### src/rtl/ram_access_master.sv
// Initiator for the word-wide dual-port data RAM: byte/half/word loads and stores, sub-word stores via RMW.
// Optional macro RAM_ACC_MISALIGN_TRAP_EN: misaligned half/word accesses take the error path instead of being masked.
module ram_access_master #(
    parameter int AW     = 12,
    parameter int ADDR_W = 32
) (
    input  logic              clk,
    input  logic              rst,
    input  logic              req_valid_i,
    output logic              req_ready_o,
    input  logic              req_we_i,
    input  logic [1:0]        req_size_i,
    input  logic              req_unsigned_i,
    input  logic [ADDR_W-1:0] req_addr_i,
    input  logic [31:0]       req_wdata_i,
    output logic              resp_valid_o,
    output logic [31:0]       resp_rdata_o,
    output logic              resp_err_o,
    output logic              ram_wen_o,
    output logic [AW-1:0]     ram_w_addr_o,
    output logic [31:0]       ram_w_data_o,
    output logic              ram_ren_o,
    output logic [AW-1:0]     ram_r_addr_o,
    input  logic [31:0]       ram_r_data_i
);

    localparam logic [2:0] S_IDLE   = 3'd0;
    localparam logic [2:0] S_LD_RD  = 3'd1;
    localparam logic [2:0] S_LD_RSP = 3'd2;
    localparam logic [2:0] S_ST_WR  = 3'd3;
    localparam logic [2:0] S_RMW_RD = 3'd4;
    localparam logic [2:0] S_RMW_WR = 3'd5;
    localparam logic [2:0] S_ERR    = 3'd6;

    logic [2:0]    r_state;
    logic [1:0]    r_size;
    logic          r_unsigned;
    logic [AW-1:0] r_waddr;
    logic [1:0]    r_lane;
    logic [31:0]   r_wdata;

    logic          w_size_bad;
    logic          w_out_of_range;
    logic          w_misaligned;
    logic          w_err;
    logic [1:0]    w_lane;
    logic [4:0]    w_shamt;
    logic [31:0]   w_rshift;
    logic [31:0]   w_mask;
    logic [31:0]   w_merged;
    logic [31:0]   w_load_ext;
    logic          w_busy;

    // Request decode (input side only; feeds the latch, never the outputs)
    always_comb begin
        w_size_bad     = (req_size_i == 2'b11);
        w_out_of_range = ((req_addr_i >> (AW + 2)) != '0);
`ifdef RAM_ACC_MISALIGN_TRAP_EN
        w_misaligned   = ((req_size_i == 2'b01) && req_addr_i[0]) ||
                         ((req_size_i == 2'b10) && (req_addr_i[1:0] != 2'b00));
`else
        w_misaligned   = 1'b0;
`endif
        w_err = w_size_bad || w_out_of_range || w_misaligned;
        case (req_size_i)
            2'b00:   w_lane = req_addr_i[1:0];
            2'b01:   w_lane = {req_addr_i[1], 1'b0};
            default: w_lane = 2'b00;
        endcase
    end

    always_ff @(posedge clk or posedge rst) begin
        if (rst) begin
            r_state    <= S_IDLE;
            r_size     <= '0;
            r_unsigned <= 1'b0;
            r_waddr    <= '0;
            r_lane     <= '0;
            r_wdata    <= '0;
        end else begin
            case (r_state)
                S_IDLE: begin
                    if (req_valid_i) begin
                        r_size     <= req_size_i;
                        r_unsigned <= req_unsigned_i;
                        r_waddr    <= req_addr_i[AW+1:2];
                        r_lane     <= w_lane;
                        r_wdata    <= req_wdata_i;
                        if (w_err)
                            r_state <= S_ERR;
                        else if (!req_we_i)
                            r_state <= S_LD_RD;
                        else if (req_size_i == 2'b10)
                            r_state <= S_ST_WR;
                        else
                            r_state <= S_RMW_RD;
                    end
                end
                S_LD_RD:  r_state <= S_LD_RSP;
                S_RMW_RD: r_state <= S_RMW_WR;
                default:  r_state <= S_IDLE;
            endcase
        end
    end

    // Lane extraction for loads and lane merge for read-modify-write
    always_comb begin
        w_shamt  = {r_lane, 3'b000};
        w_rshift = ram_r_data_i >> w_shamt;
        w_mask   = ((r_size == 2'b00) ? 32'h0000_00FF : 32'h0000_FFFF) << w_shamt;
        w_merged = (ram_r_data_i & ~w_mask) | ((r_wdata << w_shamt) & w_mask);
        case (r_size)
            2'b00:   w_load_ext = r_unsigned ? {24'h0, w_rshift[7:0]}
                                             : {{24{w_rshift[7]}}, w_rshift[7:0]};
            2'b01:   w_load_ext = r_unsigned ? {16'h0, w_rshift[15:0]}
                                             : {{16{w_rshift[15]}}, w_rshift[15:0]};
            default: w_load_ext = ram_r_data_i;
        endcase
    end

    always_comb begin
        w_busy       = (r_state != S_IDLE);
        req_ready_o  = (r_state == S_IDLE);
        ram_ren_o    = (r_state == S_LD_RD) || (r_state == S_RMW_RD);
        ram_wen_o    = (r_state == S_ST_WR) || (r_state == S_RMW_WR);
        ram_w_addr_o = w_busy ? r_waddr : '0;
        ram_r_addr_o = w_busy ? r_waddr : '0;
        ram_w_data_o = '0;
        if (r_state == S_ST_WR)
            ram_w_data_o = r_wdata;
        else if (r_state == S_RMW_WR)
            ram_w_data_o = w_merged;
        resp_valid_o = (r_state == S_LD_RSP) || (r_state == S_ST_WR) ||
                       (r_state == S_RMW_WR) || (r_state == S_ERR);
        resp_err_o   = (r_state == S_ERR);
        resp_rdata_o = (r_state == S_LD_RSP) ? w_load_ext : '0;
    end

endmodule

### config.mk
export PLATFORM = sky130hd
export DESIGN_NAME = ram_access_master
export DESIGN_NICKNAME = d
export VERILOG_FILES = /design/src/rtl/ram_access_master.sv
export SDC_FILE = /design/constraint.sdc
export NUM_CORES = 1
export LEC_CHECK = 0
export CORE_ASPECT_RATIO = 0.8
export CORE_MARGIN = 2
export CORE_UTILIZATION = 36
export DETAILED_ROUTE_END_ITERATION = 10
export PLACE_DENSITY_LB_ADDON = 0.12
export SLEW_MARGIN = 20
export SYNTH_ARGS = -nofsm -noshare
export SYNTH_HDL_FRONTEND = slang
export SYNTH_SLANG_ARGS = --single-unit
### constraint.sdc
create_clock -name clk -period 2.15 [get_ports clk]
set_input_delay 0.43 -clock clk [delete_from_list [all_inputs] [get_ports clk]]
set_output_delay 0.43 -clock clk [all_outputs]
set_load 0.01 [all_outputs]
==> results of run 1 <==
-- stage by stage --
stage | std cells | total power (uW) | setup slack, ns | hold WS [ns] | instance area [um^2]
after detailed placement | 853 | 6610 | -0.820 | 0.455 | 6190
after floorplan | 494 | 4280 | 0.0449 | 0.438 | 3710
after global placement | 853 | 6520 | -0.781 | 0.451 | 6190
after CTS | 888 | 7950 | -0.435 | 0.473 | 6640
final | 897 | 8550 | -0.402 | 0.470 | 6840
after global routing | 897 | 9050 | -0.457 | 0.491 | 6840
-- placed cells by master, fill, tap and decap left out, drive strengths merged, types with 16 or more instances in the layout --
master           n
a21o            17
a221o           16
buf            165
clkbuf          18
clkdlybuf4s50   96
dfrtp           52
dlygate4sd2     17
nand2          172
nor2            32
o21ai           21
-- registers in the layout, summed over array words and instances (netlist names) --
signal,cells
r_lane,2
r_size,2
r_state,3
r_unsigned,1
r_waddr,12
r_wdata,32
-- synth_stat cells (2+ instances only) --
cell	number	area, um^2
a2111oi_0	2	17.5
a21o_1	17	128
a21oi_1	9	45.0
a221o_1	16	160
a221oi_1	8	70.1
a22o_1	8	70.1
and2_1	8	50.1
and3_1	8	50.1
buf_1	2	7.51
buf_2	8	40.0
buf_4	14	105
clkbuf_1	21	78.8
dfrtp_1	52	1300
inv_1	12	45.0
mux2i_1	15	150
nand2_1	172	646
nand2b_1	3	18.8
nand3_1	3	15.0
nor2_1	31	116
nor2b_1	15	93.8
nor3_1	10	50.1
nor4_1	4	25.0
o21a_1	2	15.0
o21ai_0	20	100
o221ai_1	8	70.1
o2bb2ai_1	7	61.3
or2_2	2	12.5
-- cell type report --
| cell class | count | area [um^2] | share of cell area, % |
|---|---|---|---|
| Timing Repair Buffer | 300 | 2650 | 38.7 |
| Multi-Input combinational cell | 383 | 2500 | 36.6 |
| Sequential cell | 52 | 1300 | 19.1 |
| Tap cell | 140 | 175 | 2.56 |
| Clock buffer | 7 | 143 | 2.09 |
| Inverter | 14 | 56.3 | 0.824 |
| Clock inverter | 1 | 7.51 | 0.110 |
-- how the worst min path moves through the flow --
stage                     from    endpoint  depth (start not counted)
global route        r_waddr[6]  r_waddr[6]                          2
floorplan           r_waddr[0]  r_waddr[0]                          2
CTS                 r_waddr[0]  r_waddr[0]                          2
detailed placement  r_waddr[6]  r_waddr[6]                          2
finish              r_waddr[6]  r_waddr[6]                          2
global placement    r_waddr[8]  r_waddr[8]                          2
-- power breakdown --
| group | switching (uW) | total (uW) | internal, uW | leakage (uW) |
|---|---|---|---|---|
| logic | 2990 | 5820 | 2830 | 0.00271 |
| clock network | 368 | 833 | 465 | 0.0000701 |
| registers | 456 | 1900 | 1450 | 0.000646 |
| total | 3810 | 8550 | 4740 | 0.00343 |
-- worst max-delay path, stage by stage (launching register included) --
cell and delay (ns):
dfrtp_2 0.44, buf_4 0.20, clkinv_2 0.11, a31oi_4 0.10
a2111oi_4 0.45, clkbuf_16 0.23, buf_6 0.09, a21o_1 0.07
buf_2 0.12
-- layer usage --
metal,vias to the layer above,GRT usage (%),share of wire (%)
li1,2214,-,-
met1,2246,35.8,41
met2,234,49.5,49
met5,-,0,0
met3,36,5.56,6.7
met4,0,8.63,2.9
-- repair_timing --
action                     4_1_cts  5_1_grt
setup endpoints to repair       91       79
resized for setup              375       86
gates cloned                     3        1
pin swaps                       22       22
buffers inserted                25       12
-- cells by family after synthesis --
group	Yosys count	synth area share (%)
and+or+nand+nor	261	30.1
xor gates and xnor gates	1	0.236
DFF	52	35.1
buffers and inverters	60	8.03
muxes	17	4.96
AOI/OAI and AO/OA	103	21.5
==> metrics.txt, run 1 <==
status complete, but fails checks; failing checks setup timing; antenna violations before repair 0; FFs w/ async S/R, synth 100%; Syn-to-layout area delta 84.4%; die width 117 um; grt ovf 0; Port-buffer cells 195; global-route wire length before repair 24400 um; post-layout min period 2.55 ns; clock transition at the registers of the reported paths 0.07 ns; setup TNS -15.27 ns; CTS max path bufs 2; layout cell share with drive strength beyond 1 35.1%; CP Launch Point r_lane[0]; CP startpoint kind register; worst endpoint data arrival time 2.12 ns; H-tree depth 2; Layout Nets 859; worst-skew pair later-pin latency 0.30 ns; # hold bufs at CTS 0; final hold vios 0; Worst R2R Path Depth 10; Ant. Diodes 0; Rows 33; post-synthesis sequential area ratio 35.1%; Worst Setup End Kind output pin; hold crit path type reg2reg; R2R Path End r_wdata[28]; HPWL Detailed 11900 um; Yosys cell types 44; Yosys reg bits 52; I/O Pins 196; fmax 392 MHz; RSZ-0062 raised after global routing yes; ANT nets after route 0; Req. time, crit path 1.72 ns; Worst-Margin Slew 0.411 ns; # DRC 0; Worst R2R Start r_state[1]; power per cell area 1250 nW/um^2; core box area 10100 um^2; Setup-failing EPs final 63; relative max-transition margin 72.6%; r2r setup slk 0.22 ns; Setup crit end resp_rdata_o[17]; via count 4730; final core occ 67.6%; Yosys warnings 0; GP Congestion 0.937; maximum vdd drop 653 uV; full die area 11100 um^2; 1st-pass router iterations 5; GRT Overall Usage 28.3%; fin worst setup slack -0.402 ns; Num CTS Buffers 5; top_reg_cell synth dfrtp_1; largest net degree at the start of global routing 53; Pleak 0.00343 uW; initial core utilization 36.6%; Post-Synthesis Cells 494; Syn Area/Cell 7.50 um^2; Setup Skew 0.00613 ns; TritonCTS clock tree built; Post-synth EDFFs 0; Tcrit/Tclk final 119%; Max Transition Viols Final 0; Routed WL per cell 18.7 um; DRT iter0 DRCs 332; clk root buf clkbuf_16; CP Max Fanout 6; Routed Wire Length 16800 um; number of global-route vias before repair 4446; Fillers 873; Crit Path Class reg2out; Synthesized Nets 597; max-cap viol count 0; Sink Count 52; Avg Vias per Cell 5.27; Die Ht 94.8 um; Netlist Area Pre-Place 3710 um^2
Note: power is estimated with default switching activity, not from simulation.
==> run 2: changes to the inputs <==
--- a/config.mk
+++ b/config.mk
@@ -9,7 +9,7 @@
 export CORE_MARGIN = 2
 export CORE_UTILIZATION = 36
 export DETAILED_ROUTE_END_ITERATION = 10
-export PLACE_DENSITY_LB_ADDON = 0.12
+export PLACE_DENSITY = 0.81
 export SLEW_MARGIN = 20
 export SYNTH_ARGS = -nofsm -noshare
 export SYNTH_HDL_FRONTEND = slang
==> metrics.txt, run 2 (synthesis results as in run 1) <==
post-layout min period 2.66 ns; final hold vios 0; max reg flops 32; Non-Filler Instances 897; Rows 33; I/O Pins 196; Min-Delay Path Depth 2; critical path cell sequence mux4_2, nand2b_4, a2111oi_4, buf_4, buf_6, buf_6, a21o_1, buf_2; TritonCTS clock tree built; r2r setup slk 0.09 ns; commonest non-fill, non-tap cell in the layout nand2_1; Sink Count 52; Hold Crit Start r_waddr[2]; R2R Path End r_wdata[9]; maximum vdd drop 666 uV; CTS max path bufs 2; Largest regs r_wdata (32), r_waddr (12), r_state (3); failing checks setup timing; footprint of the multi-input gates 2620 um^2; relative max-transition margin 73.7%; number of global-route vias before repair 4712; CP startpoint kind register; Crit Path Class reg2out; full die area 11100 um^2; slowest CP cell a2111oi_4; layout cell share with drive strength beyond 1 38.3%; Placed Cells 847; ANT nets after route 0; 1st-pass router iterations 5; most frequent cells in the layout nand2_1, clkdlybuf4s50_1, buf_4; Routed WL per cell 20.2 um; worst hold endpoint r_waddr[2]; Die Ht 94.8 um; max incr delay on CP 0.45 ns; max-cap viol count 0; antenna violations before repair 0; Req. time, crit path 1.72 ns; Worst Setup End Kind output pin; die width 117 um; GRT Overall Usage 31.1%; Port-buffer cells 195; # DRC 0; Ant. Diodes 0; Layout Nets 859; largest net degree at the start of global routing 53; Syn-to-layout area delta 87.8%; worst endpoint data arrival time 2.23 ns; core box area 10100 um^2; clock transition at the registers of the reported paths 0.07 ns; worst-skew pair later-pin latency 0.29 ns; initial core utilization 36.6%; grt ovf 0; Cell Area, Placed 6140 um^2; Routed Wire Length 18100 um; fmax 376 MHz; RSZ-0062 raised after global routing yes; Worst R2R Start r_state[0]; CP Max Fanout 3; status complete, but fails checks; Setup Skew 0.00444 ns; Design Area, Final 6960 um^2; Final Power 8900 uW; fin worst setup slack -0.512 ns; HPWL Detailed 13200 um; clk root buf clkbuf_16; Tcrit/Tclk final 124%; global-route wire length before repair 27000 um; most used cell, CP buf_6; DRT iter0 DRCs 423; Worst R2R Path Depth 11; Pleak 0.00344 uW; hold crit path type reg2reg; Fillers 834; Setup-failing EPs final 63; Avg Vias per Cell 5.44; Crit path max-delay family compound AO/OA/AOI/OAI gates; largest register by flop count r_wdata; GP Congestion 0.955; pre-CTS setup slack -0.908 ns; Max Transition Viols Final 0; Worst-Margin Slew 0.384 ns; Num CTS Buffers 5; power per cell area 1280 nW/um^2; via count 4882; Buf/Inv on CP 4; H-tree depth 2; worst hold slack 0.471 ns; register area 1300 um^2
-- run 2: cell count changes in the layout (fill, tap and decap cells not counted), moves of 4 or more --
cell	change
dlygate4sd2_1	-9
buf_4	-4
buf_6	+11
o221ai_2	-4
nor2_1	-4
mux2i_1	-4
o221ai_1	+4
o21ai_0	-6
o21ai_2	+5
-- run 2: worst reg2reg max path, stage by stage (launching register included) --
cell       delay, ns
dfrtp_1         0.40
buf_6           0.14
buf_6           0.12
nor3_4          0.28
buf_6           0.17
buf_6           0.10
buf_4           0.10
buf_4           0.10
nand2_2         0.16
clkbuf_16       0.25
nand2_1         0.09
nand2_1         0.06
-- run 2: area by class of cell --
| type | count | area share, % |
|---|---|---|
| Clock buffer | 6 | 1.85 |
| Multi-Input combinational cell | 383 | 37.7 |
| Clock inverter | 2 | 0.198 |
| Inverter | 14 | 0.863 |
| Sequential cell | 52 | 18.7 |
| Tap cell | 140 | 2.52 |
| Timing Repair Buffer | 300 | 38.2 |
-- run 2: how the worst max path moves through the flow --
stage                      from                to  slack, ns  cells past startpoint
2_1_floorplan        r_state[0]  resp_rdata_o[21]       0.04                      6
3_3_place_gp   ram_r_data_i[31]  resp_rdata_o[27]      -0.81                      7
3_5_place_dp   ram_r_data_i[31]  resp_rdata_o[16]      -0.91                      7
4_1_cts               r_lane[0]  resp_rdata_o[24]      -0.49                      8
5_1_grt               r_lane[0]  resp_rdata_o[19]      -0.57                      8
6_report              r_lane[0]  resp_rdata_o[24]      -0.51                      8
-- run 2: what timing repair did --
action,4_1_cts,5_1_grt
resized for setup,452,89
pin swaps,21,31
buffers inserted,31,10
setup endpoints to repair,91,128
cloned,2,3
hold buffers,0,0
-- run 2: where the power goes --
part	switching [uW]	internal [uW]	total [uW]
clock network	368	435	804
registers	529	1440	1970
logic	3140	2980	6120
-- run 2: routing by layer --
layer / global-route usage [%] / wire length [um] / part of all wire [%]
met5: 0 / 0 / 0
met4: 8.13 / 466 / 2.6
met3: 5.25 / 1390 / 7.7
met2: 52.6 / 8390 / 46
met1: 41.6 / 7890 / 43
-- run 2: stage by stage --
step / utilization (%) / TNS [ns]
finish: 68.8 / -14.17
global route: 68.8 / -17.52
CTS: 66.1 / -11.11
detailed placement: 60.7 / -35.97
floorplan: - / 0
global placement: 60.7 / -33.67
==> run 3: changes to the inputs <==
--- a/config.mk
+++ b/config.mk
@@ -5,6 +5,7 @@
 export SDC_FILE = /design/constraint.sdc
 export NUM_CORES = 1
 export LEC_CHECK = 0
+export CAP_MARGIN = 20
 export CORE_ASPECT_RATIO = 0.8
 export CORE_MARGIN = 2
 export CORE_UTILIZATION = 36
==> results of run 3 <==
The final DEF is identical to that of run 2; final timing and power are the same.
